--- config.mk ---
export PLATFORM = sky130hd
export DESIGN_NAME = hist_frame_sched
export DESIGN_NICKNAME = d
export VERILOG_FILES = /design/src/rtl/hist_frame_sched.sv
export SDC_FILE = /design/constraint.sdc
export NUM_CORES = 1
export LEC_CHECK = 0
export ABC_CLOCK_PERIOD_IN_PS = 4800
export BUFFER_PORTS_ARGS = -buffer_cell sky130_fd_sc_hd__buf_2
export CAP_MARGIN = 20
export CORE_UTILIZATION = 41
export CTS_CLUSTER_DIAMETER = 120
export DETAILED_ROUTE_END_ITERATION = 12
export PLACE_DENSITY_LB_ADDON = 0.12
export REMOVE_ABC_BUFFERS = 1
export SYNTH_ARGS = -nofsm -noshare
export SYNTH_HDL_FRONTEND = slang
export SYNTH_SLANG_ARGS = --single-unit
--- constraint.sdc ---
create_clock -name clk_100mhz -period 4.8 [get_ports clk_100mhz]
set_input_delay 0 -clock clk_100mhz [delete_from_list [all_inputs] [get_ports clk_100mhz]]
set_output_delay 0 -clock clk_100mhz [all_outputs]
set_load 0.01 [all_outputs]
--- src/rtl/hist_frame_sched.sv ---
// Frame-level sequencer for the CFAR histogram threshold datapath: gates one
// frame of amplitude rows into the histogram engine and collects its per-row thresholds.
module hist_frame_sched #(
  parameter int unsigned ROWS    = 2048,
  parameter int unsigned COLS    = 64,
  parameter int unsigned TIMEOUT = 65535
) (
  input  logic        clk_100mhz,
  input  logic        reset_n,
  input  logic        frame_start,
  input  logic [1:0]  cfg_bin_select,
  input  logic [2:0]  cfg_db_select,
  input  logic        s_tvalid,
  input  logic [31:0] s_tdata,
  input  logic        s_tlast,
  output logic        s_tready,
  output logic        m_tvalid,
  output logic [31:0] m_tdata,
  output logic        m_tlast,
  output logic [1:0]  hist_bin_select_o,
  output logic [2:0]  hist_db_select_o,
  input  logic        thr_vld_i,
  input  logic [15:0] thr_data_i,
  output logic        thr_wr_en,
  output logic [10:0] thr_wr_addr,
  output logic [15:0] thr_wr_data,
  output logic        busy,
  output logic        frame_done,
  output logic        len_err,
  output logic        timeout_err,
  output logic        overrun_err
);

  localparam int unsigned COL_W  = (COLS > 1) ? $clog2(COLS) : 1;
  localparam int unsigned CNT_W  = 12;
  localparam int unsigned ADDR_W = 11;
  localparam int unsigned TMO_W  = $clog2(TIMEOUT + 1);

  localparam logic [COL_W-1:0] COL_LAST = COL_W'(COLS - 1);
  localparam logic [CNT_W-1:0] ROW_LAST = CNT_W'(ROWS - 1);
  localparam logic [CNT_W-1:0] ROWS_C   = CNT_W'(ROWS);
  localparam logic [TMO_W-1:0] TMO_MAX  = TMO_W'(TIMEOUT);

  localparam logic [2:0] S_IDLE   = 3'd0;
  localparam logic [2:0] S_CFG    = 3'd1;
  localparam logic [2:0] S_STREAM = 3'd2;
  localparam logic [2:0] S_DRAIN  = 3'd3;
  localparam logic [2:0] S_DONE   = 3'd4;

  logic [2:0]       state_q, state_d;
  logic [COL_W-1:0] col_q, col_d;
  logic [CNT_W-1:0] row_q, row_d;
  logic [CNT_W-1:0] thr_cnt_q, thr_cnt_d;
  logic [TMO_W-1:0] tmo_q, tmo_d;

  logic             s_tready_q, s_tready_d;
  logic             m_tvalid_q, m_tvalid_d;
  logic [31:0]      m_tdata_q, m_tdata_d;
  logic             m_tlast_q, m_tlast_d;
  logic [1:0]       bin_q, bin_d;
  logic [2:0]       db_q, db_d;
  logic             wr_en_q, wr_en_d;
  logic [ADDR_W-1:0] wr_addr_q, wr_addr_d;
  logic [15:0]      wr_data_q, wr_data_d;
  logic             busy_q, busy_d;
  logic             done_q, done_d;
  logic             len_err_q, len_err_d;
  logic             tmo_err_q, tmo_err_d;
  logic             ovr_err_q, ovr_err_d;

  logic accept;
  logic hs;
  logic col_last;
  logic capture_ok;

  // Next-state and output decode
  always_comb begin
    accept     = (state_q == S_IDLE) && frame_start;
    hs         = s_tvalid && s_tready_q;
    col_last   = (col_q == COL_LAST);
    capture_ok = (state_q == S_STREAM) || (state_q == S_DRAIN) || (state_q == S_DONE);

    state_d    = state_q;
    col_d      = accept ? '0 : col_q;
    row_d      = accept ? '0 : row_q;
    thr_cnt_d  = accept ? '0 : thr_cnt_q;
    tmo_d      = accept ? '0 : tmo_q;
    m_tvalid_d = 1'b0;
    m_tdata_d  = m_tdata_q;
    m_tlast_d  = 1'b0;
    bin_d      = accept ? cfg_bin_select : bin_q;
    db_d       = accept ? cfg_db_select : db_q;
    wr_en_d    = 1'b0;
    wr_addr_d  = wr_addr_q;
    wr_data_d  = wr_data_q;
    len_err_d  = accept ? 1'b0 : len_err_q;
    tmo_err_d  = accept ? 1'b0 : tmo_err_q;
    ovr_err_d  = accept ? 1'b0 : ovr_err_q;

    // Threshold capture; anything outside a frame or past ROWS is an overrun
    if (thr_vld_i) begin
      if (capture_ok && (thr_cnt_q != ROWS_C)) begin
        wr_en_d   = 1'b1;
        wr_addr_d = thr_cnt_q[ADDR_W-1:0];
        wr_data_d = thr_data_i;
        thr_cnt_d = thr_cnt_q + CNT_W'(1);
      end else begin
        ovr_err_d = 1'b1;
      end
    end

    if (frame_start && (state_q != S_IDLE)) begin
      ovr_err_d = 1'b1;
    end

    case (state_q)
      S_IDLE: begin
        if (frame_start) begin
          state_d = S_CFG;
        end
      end
      S_CFG: begin
        state_d = S_STREAM;
      end
      S_STREAM: begin
        if (hs) begin
          m_tvalid_d = 1'b1;
          m_tdata_d  = s_tdata;
          m_tlast_d  = col_last;
          if (s_tlast != col_last) begin
            len_err_d = 1'b1;
          end
          if (col_last) begin
            col_d = '0;
            row_d = row_q + CNT_W'(1);
            if (row_q == ROW_LAST) begin
              state_d = S_DRAIN;
              tmo_d   = '0;
            end
          end else begin
            col_d = col_q + COL_W'(1);
          end
        end
      end
      S_DRAIN: begin
        // A write landing this cycle counts toward completion
        if (thr_cnt_d == ROWS_C) begin
          state_d = S_DONE;
        end else if ((tmo_q + TMO_W'(1)) == TMO_MAX) begin
          tmo_err_d = 1'b1;
          state_d   = S_DONE;
        end else begin
          tmo_d = tmo_q + TMO_W'(1);
        end
      end
      S_DONE: begin
        state_d = S_IDLE;
      end
      default: begin
        state_d = S_IDLE;
      end
    endcase

    s_tready_d = (state_d == S_STREAM);
    busy_d     = (state_d != S_IDLE);
    done_d     = (state_d == S_DONE);
  end

  // State and output registers
  always_ff @(posedge clk_100mhz) begin
    if (!reset_n) begin
      state_q    <= S_IDLE;
      col_q      <= '0;
      row_q      <= '0;
      thr_cnt_q  <= '0;
      tmo_q      <= '0;
      s_tready_q <= 1'b0;
      m_tvalid_q <= 1'b0;
      m_tdata_q  <= '0;
      m_tlast_q  <= 1'b0;
      bin_q      <= '0;
      db_q       <= '0;
      wr_en_q    <= 1'b0;
      wr_addr_q  <= '0;
      wr_data_q  <= '0;
      busy_q     <= 1'b0;
      done_q     <= 1'b0;
      len_err_q  <= 1'b0;
      tmo_err_q  <= 1'b0;
      ovr_err_q  <= 1'b0;
    end else begin
      state_q    <= state_d;
      col_q      <= col_d;
      row_q      <= row_d;
      thr_cnt_q  <= thr_cnt_d;
      tmo_q      <= tmo_d;
      s_tready_q <= s_tready_d;
      m_tvalid_q <= m_tvalid_d;
      m_tdata_q  <= m_tdata_d;
      m_tlast_q  <= m_tlast_d;
      bin_q      <= bin_d;
      db_q       <= db_d;
      wr_en_q    <= wr_en_d;
      wr_addr_q  <= wr_addr_d;
      wr_data_q  <= wr_data_d;
      busy_q     <= busy_d;
      done_q     <= done_d;
      len_err_q  <= len_err_d;
      tmo_err_q  <= tmo_err_d;
      ovr_err_q  <= ovr_err_d;
    end
  end

  assign s_tready          = s_tready_q;
  assign m_tvalid          = m_tvalid_q;
  assign m_tdata           = m_tdata_q;
  assign m_tlast           = m_tlast_q;
  assign hist_bin_select_o = bin_q;
  assign hist_db_select_o  = db_q;
  assign thr_wr_en         = wr_en_q;
  assign thr_wr_addr       = wr_addr_q;
  assign thr_wr_data       = wr_data_q;
  assign busy              = busy_q;
  assign frame_done        = done_q;
  assign len_err           = len_err_q;
  assign timeout_err       = tmo_err_q;
  assign overrun_err       = ovr_err_q;

endmodule
## After elaboration in Yosys (flattened, before gate mapping)

Index checks and enable logic that the tools add are counted.

- Multiplexer cells: 39
- Equal/unequal tests: 12
- Reduce and logical (&&, ||, !) cells: 14
- Add/sub/neg operators: 4

Operators by type and width:

| operator | count |
|---|---|
| $mux 16 | 6 |
| $mux 12 | 7 |
| $pmux 16 s2 | 1 |
| $add 12x1->12 const B | 2 |
| $mux 6 | 4 |
| $mux 3 | 6 |
| $add 16x1->16 const B | 1 |
| $eq 16x16->1 const B | 1 |
| $mux 1 | 14 |
| $eq 12x11->1 const B | 1 |
| $eq 12x12->1 const B | 1 |
| $ne 12x12->1 const B | 1 |
| $pmux 3 s4 | 1 |
| $eq 3x2->1 const B | 3 |
| $reduce_and 2->1 | 4 |
| $add 6x1->6 const B | 1 |
| $eq 3x3->1 const B | 2 |
| $eq 6x6->1 const B | 1 |
| $reduce_bool 3->1 | 2 |
| $logic_and 1x1->1 | 4 |
| $eq 3x1->1 const B | 1 |
| $logic_not 3->1 | 1 |
| $reduce_and 3->1 | 1 |
| $logic_or 1x1->1 | 2 |
| $ne 1x1->1 | 1 |

- Register bits: 122
- Word-level logic and storage cells: 88
- Output and inout port bits: 73
- Bits of input ports: 59

## Depth between registers and ports, before layout

Gate-level depths: netlist (run 1).

- Depth after elaboration: 10
- Depth in mapped cells: 12
- Mapped depth without buffers: 10

## Worst setup path before layout (run 1)

Ideal clock, no wire load.

- Kind: register to register
- Start point: register tmo_q[0]
- End point: register tmo_q[2]
- Arrival time: 2.687 ns
- Slack: 1.993 ns
- Required time: 4.680 ns
- Period minus slack after synthesis: 2.807 ns
- Setup time: 0.120 ns
- Buffers on the path: 1
- Stages on the path, launching flop included: 11
- Cells stage by stage: dfxtp_1 ha_1 and4_1 buf_4 nand2_1 or3_1 xor2_1 or4_1 a21boi_1 and4_1 o31a_1

- Longest elaborated chain between the ends: 5

RTL lines:

| what | RTL line | RTL |
|---|---|---|
| start: declaration | 54 | `logic [TMO_W-1:0] tmo_q, tmo_d;` |
| start signal: assignment | 196 | `tmo_q <= tmo_d;` |
| $add 16x1->16 (*) | 149, 153 |  |
| $eq 16x16->1 | 149 | `end else if ((tmo_q + TMO_W'(1)) == TMO_MAX) begin` |
| $mux 16 (*) | 149 |  |
| $mux 16 (*) | 147 | `if (thr_cnt_d == ROWS_C) begin` |
| $pmux 16 s2 (*) | 116 | `case (state_q)` |

Every way passes the cells marked *; elsewhere a longest branch is shown, timed or not.
A chain may end at the register's enable or synchronous reset.

## Worst setup path after layout (run 1)

- Start point: register thr_cnt_q[1]
- End point: register tmo_q[13]

- Longest elaborated chain between the ends: 7
- Elaborated cells on any way between the ends: 9
- Classes of those cells: add/sub: 1; eq/ne: 2; mux: 5; reduce/logical: 1

RTL lines:

| what | RTL line | RTL |
|---|---|---|
| start: declaration | 53 | `logic [CNT_W-1:0] thr_cnt_q, thr_cnt_d;` |
| start signal: assignment | 195 | `thr_cnt_q <= thr_cnt_d;` |
| branches (longest 3 deep; another with $add 12x1->12) | - |  |
| $mux 12 (*) | 101 | `if (thr_vld_i) begin` |
| $eq 12x12->1 (*) | 147 |  |
| $mux 16 (*) | 147 |  |
| $pmux 16 s2 (*) | 116 |  |

Every way passes the cells marked *.

==> results of run 1 <==
## per-stage QoR
step	setup WS [ns]	cell area, um2	hold slack (ns)	util
finish	1.60	7580	0.0268	0.564
global route	1.39	7580	0.0328	0.564
CTS	1.65	7580	0.0126	0.564
detailed placement	1.69	6420	0.247	0.477
global placement	1.78	6420	0.240	0.477
floorplan	1.15	5490	0.118	-
## cells in the mapped netlist (3+ instances only)
| master | n | area [um2] |
|---|---|---|
| nand2_1 | 173 | 649 |
| dfxtp_1 | 122 | 2440 |
| a21oi_1 | 97 | 485 |
| nor2_1 | 48 | 180 |
| clkbuf_1 | 36 | 135 |
| nand3_1 | 35 | 175 |
| o21ai_0 | 27 | 135 |
| nand4_1 | 13 | 81.3 |
| inv_1 | 12 | 45.0 |
| nor3_1 | 12 | 60.1 |
| and3_1 | 11 | 68.8 |
| xor2_1 | 8 | 70.1 |
| a31oi_1 | 7 | 43.8 |
| or3_1 | 7 | 43.8 |
| buf_2 | 6 | 30.0 |
| buf_4 | 6 | 45.0 |
| ha_1 | 6 | 75.1 |
| nor3b_1 | 6 | 45.0 |
| xnor2_1 | 6 | 52.6 |
| and2_1 | 5 | 31.3 |
| and4_1 | 5 | 43.8 |
| mux2i_1 | 5 | 50.1 |
| a22oi_1 | 4 | 30.0 |
| nand3b_1 | 4 | 30.0 |
| nor2b_1 | 4 | 25.0 |
| a21boi_1 | 3 | 22.5 |
| buf_1 | 3 | 11.3 |
| nand2b_1 | 3 | 18.8 |
| nand4b_1 | 3 | 26.3 |
| o211ai_1 | 3 | 22.5 |
| o31a_1 | 3 | 26.3 |
| or2_2 | 3 | 18.8 |
| or4_1 | 3 | 22.5 |
## state kept, by name (all words and copies together) (netlist names), 2 cells and up
name / count
hist_db_select_o: 3
thr_cnt_q: 12
col_q: 6
thr_wr_data: 16
state_q: 3
row_q: 12
thr_wr_addr: 11
m_tdata: 32
tmo_q: 16
hist_bin_select_o: 2
## power breakdown
part           internal, mW  switching, mW  total [mW]  leakage (nW)
combinational        0.0797         0.0961       0.176          1.70
sequential             1.03         0.0115        1.04         0.985
clock                 0.828          0.465        1.29         0.283
total                  1.94          0.573        2.51          2.97
## cells by family (layout without fill, tap and decap cells)
group	count (synthesis)	in the layout	synth area share
simple gates	347	347	0.284
compound gates	182	182	0.195
flops	122	122	0.426
buf+inv	66	238	0.0502
xor+xnor	14	14	0.0214
fa+ha+maj	6	6	0.0131
mux	6	6	0.0107
## worst paths after layout
kind | cells after the start | to
min reg2reg | 2 | thr_wr_data[7]
max reg2reg | 10 | tmo_q[13]
min | 2 | tmo_q[2]
max | 10 | tmo_q[13]
## final cells by class
cell class / count / area (um2)
well taps: 176 / 220
clock buffers: 21 / 450
clock inverters: 11 / 145
flip-flops and latches: 122 / 2440
fillers: 1268 / 5870
multi-input cells: 555 / 3010
repair buffers: 194 / 1270
inverters: 12 / 45.0
## what timing repair did
action                                  4_1_cts  5_1_grt
endpoints found under the hold margin        56        0
endpoints found under the setup margin        0        0
hold buffers                                 57        0
resized for setup                             0        0
## metal layers
metal | vias up | wire length (um) | track usage
met5 | - | 0 | 0
met4 | 0 | 301 | 0.0903
met3 | 25 | 932 | 0.0618
met2 | 167 | 7220 | 0.357
met1 | 2644 | 7020 | 0.281
li1 | 2904 | - | -
## critical path, delay by kind of cell, from the launching register on
family                     cells  cell delay (ns)
AOI/OAI and AO/OA              5             1.51
and+or+nand+nor                3             0.96
DFF                            1             0.37
adders and majority gates      1             0.15
buffers and inverters          1             0.13
==> summary.md, run 1 <==
| Metric | Value |
|---|---|
| PwrDens | `roughly 330 nW/um2` |
| Final number of hold-violating endpoints | `0` |
| Starting density of the core | `0.426` |
| Max-cap violations | `0` |
| Clock sink total | `about 120` |
| Post-CTS setup buffers | `0` |
| RSZ-0062 raised after global routing | `false` |
| Syn avg cell area | `7.72 um2` |
| Initial antenna violation count | `0` |
| DR pass1 iterations | `5` |
| Post-Syn Area | `5730 um2` |
| Most used cells in the layout excluding fill and tap cells | `nand2_1 (173), buf_2 (131), dfxtp_1 (122), a21oi_1 (97), dlygate4sd3_1 (57)` |
| CTS tree | `built` |
| Total negative setup slack | `0 ns` |
| Clk_lat worst skew | `0.42 ns` |
| Normalized max-slew margin | `0.433` |
| Worst Setup End Kind | `flop` |
| Fin crit share | `0.666` |
| Type of origin of the critical path | `flop` |
| Worst r2r src | `thr_cnt_q[1]` |
| Sequential element share of the synthesized area | `0.426` |
| Synth cell types | `74` |
| Clk buf depth | `2` |
| Placed cell count | `1,002` |
| Synth-to-Final Area Change | `32.2%` |
| Commonest non-fill, non-tap cell in the layout | `nand2_1` |
| Largest net degree at the start of global routing | `between 50 and 60` |
| Delay of the slowest critical-path stage | `0.49 ns` |
| Die Y | `120 um` |
| Async set-or-reset flop fraction in the synthesized netlist | `0` |
| Slowest-stage cell, CP | `a2111o_2` |
| Rows | `42` |
| FMAX | `about 0.31 GHz` |
| Total GRT Usage | `0.222` |
| DP HPWL | `9980 um` |
| I/O Pins | `132` |
| Cell count after synthesis | `around 740` |
| Min Tclk post-route | `3.20 ns` |
| Depth of the CTS H-tree | `4` |
| Lkg Pwr | `2.97 nW` |
| Critical path cell sequence | `inv_1 > ha_1 > nor4b_1 > nand3_1 > a21oi_1 > a32oi_1 > a2111o_2 > nor2_2 > o21ai_2 > a221oi_2` |
| Layout Cells excl Fill | `1,091` |
| Die ar. | `14,500 um2` |
| CP arrival | `~3.5 ns` |
| Drt total wl | `between 15,000 and 20,000 um` |
| Hold Startpoint | `reset_n` |
| Total CTS buffers | `17` |
| Synthesized flop and latch total | `122` |
| Detailed-route via count | `between 5k and 6k` |
| Wirelength per Cell | `around 14 um` |
| Setup-failing EPs final | `0` |
| RePlAce Congestion | `roughly 0.86` |
| VDD IR max | `around 240 uV` |
| Worst setup path start | `thr_cnt_q[1]` |
| Slew @ Worst Pin | `0.850 ns` |
| R2R setup slack | `roughly 1.6 ns` |
| Vias/cell | `between 5 and 6` |
| Slew Viols, Final | `0` |
| Fraction of layout cells with a size suffix above 1 | `0.208` |
| Die X-Extent | `120 um` |
| DRT iter0 DRCs | `~370` |
| Final antenna-violating net count | `0` |
| Worst Skew | `about 0.0060 ns` |
| Nets | `approximately 970` |
| Total gr overflow | `0` |
| Global-route wire length before repair | `around 26,000 um` |
| Top FF cell, synth | `dfxtp_1` |
| Critical Path RT | `5.13 ns` |
| Status | `finished clean` |
| Power Total | `2.51 mW` |
| Core Box Area | `approximately 13,000 um2` |
| Critical path class | `reg2reg` |
| Worst hold path type | `in2reg` |
| CTS clk-pin slew, worst paths | `~0.060 ns` |
| Root Driver | `clkbuf_16` |
| Synth warnings | `0` |
| Vias in the first global route | `5,231` |
| EDFF count, synth | `0` |
| Antenna cells | `0` |
| IO Port Bufs | `around 130` |
| Crit Path Max Fanout | `11` |
| DRC Markers | `0` |
Note: power is estimated with default switching activity, not from simulation.
==> inputs of run 2 (changes only) <==
--- a/config.mk
+++ b/config.mk
@@ -5,7 +5,8 @@
 export SDC_FILE = /design/constraint.sdc
 export NUM_CORES = 1
 export LEC_CHECK = 0
-export ABC_CLOCK_PERIOD_IN_PS = 4800
+export ABC_AREA = 1
+export ABC_CLOCK_PERIOD_IN_PS = 2950
 export BUFFER_PORTS_ARGS = -buffer_cell sky130_fd_sc_hd__buf_2
 export CAP_MARGIN = 20
 export CORE_UTILIZATION = 41
==> constraint.sdc (replaced) <==
create_clock -name clk_100mhz -period 2.95 [get_ports clk_100mhz]
set_input_delay 0 -clock clk_100mhz [delete_from_list [all_inputs] [get_ports clk_100mhz]]
set_output_delay 0 -clock clk_100mhz [all_outputs]
set_load 0.01 [all_outputs]
==> summary.md, run 2 <==
| Metric | Value |
|---|---|
| Setup-failing EPs final | `0 (unchanged)` |
| Core Box Area | `14,500 um2 (+8.0%)` |
| Clk_lat worst skew | `0.42 ns (about the same)` |
| Normalized max-slew margin | `0.556 (+0.123)` |
| Rows | `44 (+4.8%)` |
| Total negative setup slack | `0 ns (unchanged)` |
| Max-cap violations | `0 (unchanged)` |
| Largest net degree at the start of global routing | `61 (+7.0%)` |
| Count leader, synth | `nand2_1` |
| Slew Viols, Final | `0 (unchanged)` |
| Die Y | `124 um (+3.2%)` |
| Total GRT Usage | `0.228 (+0.00546)` |
| Register-to-Register Path Depth | `18 (+8)` |
| Hold Slack | `0.0892 ns (+0.0624 ns)` |
| EDFF count, synth | `0 (unchanged)` |
| Worst Setup End Kind | `flop` |
| Total CTS buffers | `17 (unchanged)` |
| Root Driver | `clkbuf_16` |
| Fin crit share | `0.893 (+0.227)` |
| Min Tclk post-route | `2.63 ns (-0.562 ns)` |
| Critical Path RT | `3.26 ns (-1.87 ns)` |
| DRT iter0 DRCs | `415 (+12%)` |
| Leading post-synthesis cells by cell area | `dfxtp_1 (40%), nand2_1 (14%), nor2_1 (10%), a21oi_1 (4.7%), inv_1 (4.5%)` |
| Type of origin of the critical path | `flop` |
| Critical path class | `reg2reg` |
| Die X-Extent | `124 um (+3.2%)` |
| VDD IR max | `449 uV (+91%)` |
| Most used cells in the layout excluding fill and tap cells | `nand2_1 (229), nor2_1 (165), buf_2 (131), dfxtp_1 (122), inv_1 (74)` |
| Register area | `2440 um2 (unchanged)` |
| Worst r2r src | `thr_cnt_q[0]` |
| Top cell type's share of synthesized area | `0.399 (-0.0267)` |
| IO Port Bufs | `131 (unchanged)` |
| DR pass1 iterations | `5 (unchanged)` |
| Sequential element share of the synthesized area | `0.399 (-0.0267)` |
| Area of the multi-input gates | `3200 um2 (+6.2%)` |
| Clock sink total | `122 (unchanged)` |
| Worst hold path type | `in2reg` |
| Synth-to-Final Area Change | `31.6%` |
| Slew @ Worst Pin | `0.665 ns (-0.185 ns)` |
| Total gr overflow | `0 (unchanged)` |
| Synth top cells by count | `nand2_1 (229), nor2_1 (165), dfxtp_1 (122), inv_1 (74), a21oi_1 (57)` |
| Worst Skew | `0.00769 ns (+0.00165 ns)` |
| Vias/cell | `4.89 (-7.0%)` |
| R2R setup slack | `0.32 ns (-1.29 ns)` |
| Post-Syn Area | `6120 um2 (+6.7%)` |
| RePlAce Congestion | `0.855 (-0.97%)` |
| Syn avg cell area | `6.75 um2 (-13%)` |
| CTS clk-pin slew, worst paths | `0.06 ns (about the same)` |
| Cell count after synthesis | `907 (+22%)` |
| Final number of hold-violating endpoints | `0 (unchanged)` |
| XOR/XNOR Fraction of Synth Area | `0.0115 (-0.00993)` |
| Detailed-route via count | `6,294 (+9.7%)` |
| Post-CTS setup buffers | `0 (unchanged)` |
| Power Total | `3.98 mW (+59%)` |
| Largest area contributor in the netlist | `dfxtp_1` |
| Hold Startpoint | `s_tvalid` |
| RSZ-0062 raised after global routing | `false` |
| CTS tree | `built` |
| Top FF cell, synth | `dfxtp_1` |
| PwrDens | `494 nW/um2 (+49%)` |
| Synth Area in Simple Gates | `0.374 (+0.0902)` |
| Hold path endpoint | `tmo_q[0]` |
| Lkg Pwr | `3.61 nW (+21%)` |
| FMAX | `0.380 GHz (+21%)` |
| Final antenna-violating net count | `0 (unchanged)` |
| Synthesized flop and latch total | `122 (unchanged)` |
| Synth cell types | `44 (-41%)` |
| CP arrival | `2.94 ns (-0.58 ns)` |
| Reg-to-reg endpoint | `s_tready` |
| Starting density of the core | `0.421 (-0.00528)` |
| Main combinational cell family by area after synthesis | `simple AND/OR/NAND/NOR gates` |
| Die ar. | `15,400 um2 (+6.6%)` |
| Fraction of layout cells with a size suffix above 1 | `0.206 (-0.00185)` |
| DP HPWL | `11,200 um (+12%)` |
| Fill count | `1,447 (+14%)` |
| Wirelength per Cell | `12.9 um (-9.4%)` |
| Async set-or-reset flop fraction in the synthesized netlist | `0 (unchanged)` |
| I/O Pins | `132 (unchanged)` |
| DRC Markers | `0 (unchanged)` |
| Post-synthesis adder-cell area fraction | `0.0123 (-0.000822)` |
| Synth warnings | `0 (unchanged)` |
| Global-route wire length before repair | `27,500 um (+7.3%)` |
| Status | `finished clean` |
| Post-synthesis mux area share | `0 (-0.0107)` |
| WHS Path Cells | `5 (+3)` |
| Max reg flops | `32 (unchanged)` |
| Synth Area in Compound Gates | `0.124 (-0.0709)` |
| Drt total wl | `16,600 um (+6.9%)` |
| Commonest non-fill, non-tap cell in the layout | `nand2_1` |
| Initial antenna violation count | `0 (unchanged)` |
| Clk buf depth | `2 (unchanged)` |
| Depth of the CTS H-tree | `4 (unchanged)` |
| Antenna cells | `0 (unchanged)` |
| Vias in the first global route | `5,870 (+12%)` |
| Crit Path Max Fanout | `19 (+8)` |
| Nets | `1,156 (+20%)` |
-- run 2: cell types whose count changed after synthesis, sizes merged, moves of 10 or more --
cell / previous run / this run
inv: 12 / 79
and3: 11 / 1
clkbuf: 38 / 28
nand2: 173 / 237
nor2: 50 / 183
a21oi: 99 / 66
nand3: 35 / 60
o21ai: 32 / 56
-- run 2: final cells by class --
class,count,share of cell area
clock buffer,18,0.0546
clock inverter,13,0.0146
inverter,79,0.0372
multi-input combinational,670,0.397
sequential,122,0.303
tap,184,0.0286
timing repair buffer,201,0.164
-- run 2: cell families (layout without fill, tap and decap cells) --
logic type | count (synthesis) | count (layout)
compound gates | 136 | 136
xor+xnor | 8 | 8
fa+ha+maj | 6 | 6
flops | 122 | 122
buf+inv | 115 | 311
simple gates | 520 | 520
-- run 2: critical path, stage by stage (launching register included) --
cell and delay, ns:
dfxtp_1 0.35, inv_1 0.10, ha_1 0.16, nand3_1 0.12
nor2_4 0.14, nand2_4 0.08, nand3_4 0.23, buf_4 0.24
nand2_1 0.06, nand2_1 0.14, inv_1 0.05, nor2_1 0.08
nand3_1 0.08, nor2_2 0.13, nand2_4 0.16, nand2_4 0.19
nand2_1 0.07, nand3_1 0.09, nor2_1 0.05
-- run 2: report_power, final --
| group | internal, mW | switching (mW) | leakage (nW) |
|---|---|---|---|
| clock network | 1.18 | 0.779 | 0.273 |
| logic | 0.142 | 0.181 | 2.35 |
| registers | 1.68 | 0.0172 | 0.986 |
-- run 2: how the worst max path moves through the flow --
stage | start | endpoint | depth (start not counted)
2_1_floorplan | thr_cnt_q[0] | s_tready | 16
3_3_place_gp | thr_cnt_q[1] | s_tready | 18
3_5_place_dp | thr_cnt_q[0] | s_tready | 18
4_1_cts | thr_cnt_q[0] | s_tready | 18
5_1_grt | thr_cnt_q[0] | s_tready | 18
6_report | thr_cnt_q[0] | s_tready | 18
-- run 2: per-stage QoR --
stage,util,area (um2),std cells,worst slack [ns]
6_report,0.554,8050,1287,0.317
5_1_grt,0.554,8050,1287,0.00601
4_1_cts,0.553,8040,1287,0.239
3_5_place_dp,0.476,6910,1199,0.250
3_3_place_gp,0.476,6910,1199,0.319
2_1_floorplan,-,5930,871,0.376
-- run 2: metal layers --
metal  share of wire  track usage
met3           0.048       0.0559
met4           0.013       0.0729
met1            0.47        0.284
met2            0.47        0.383
met5               0            0
-- run 2: what timing repair did --
| item | in CTS | in global routing |
|---|---|---|
| gates resized for setup | 0 | 3 |
| hold endpoints to repair | 56 | 0 |
| hold buffers | 57 | 0 |
| setup endpoints to repair | 0 | 12 |
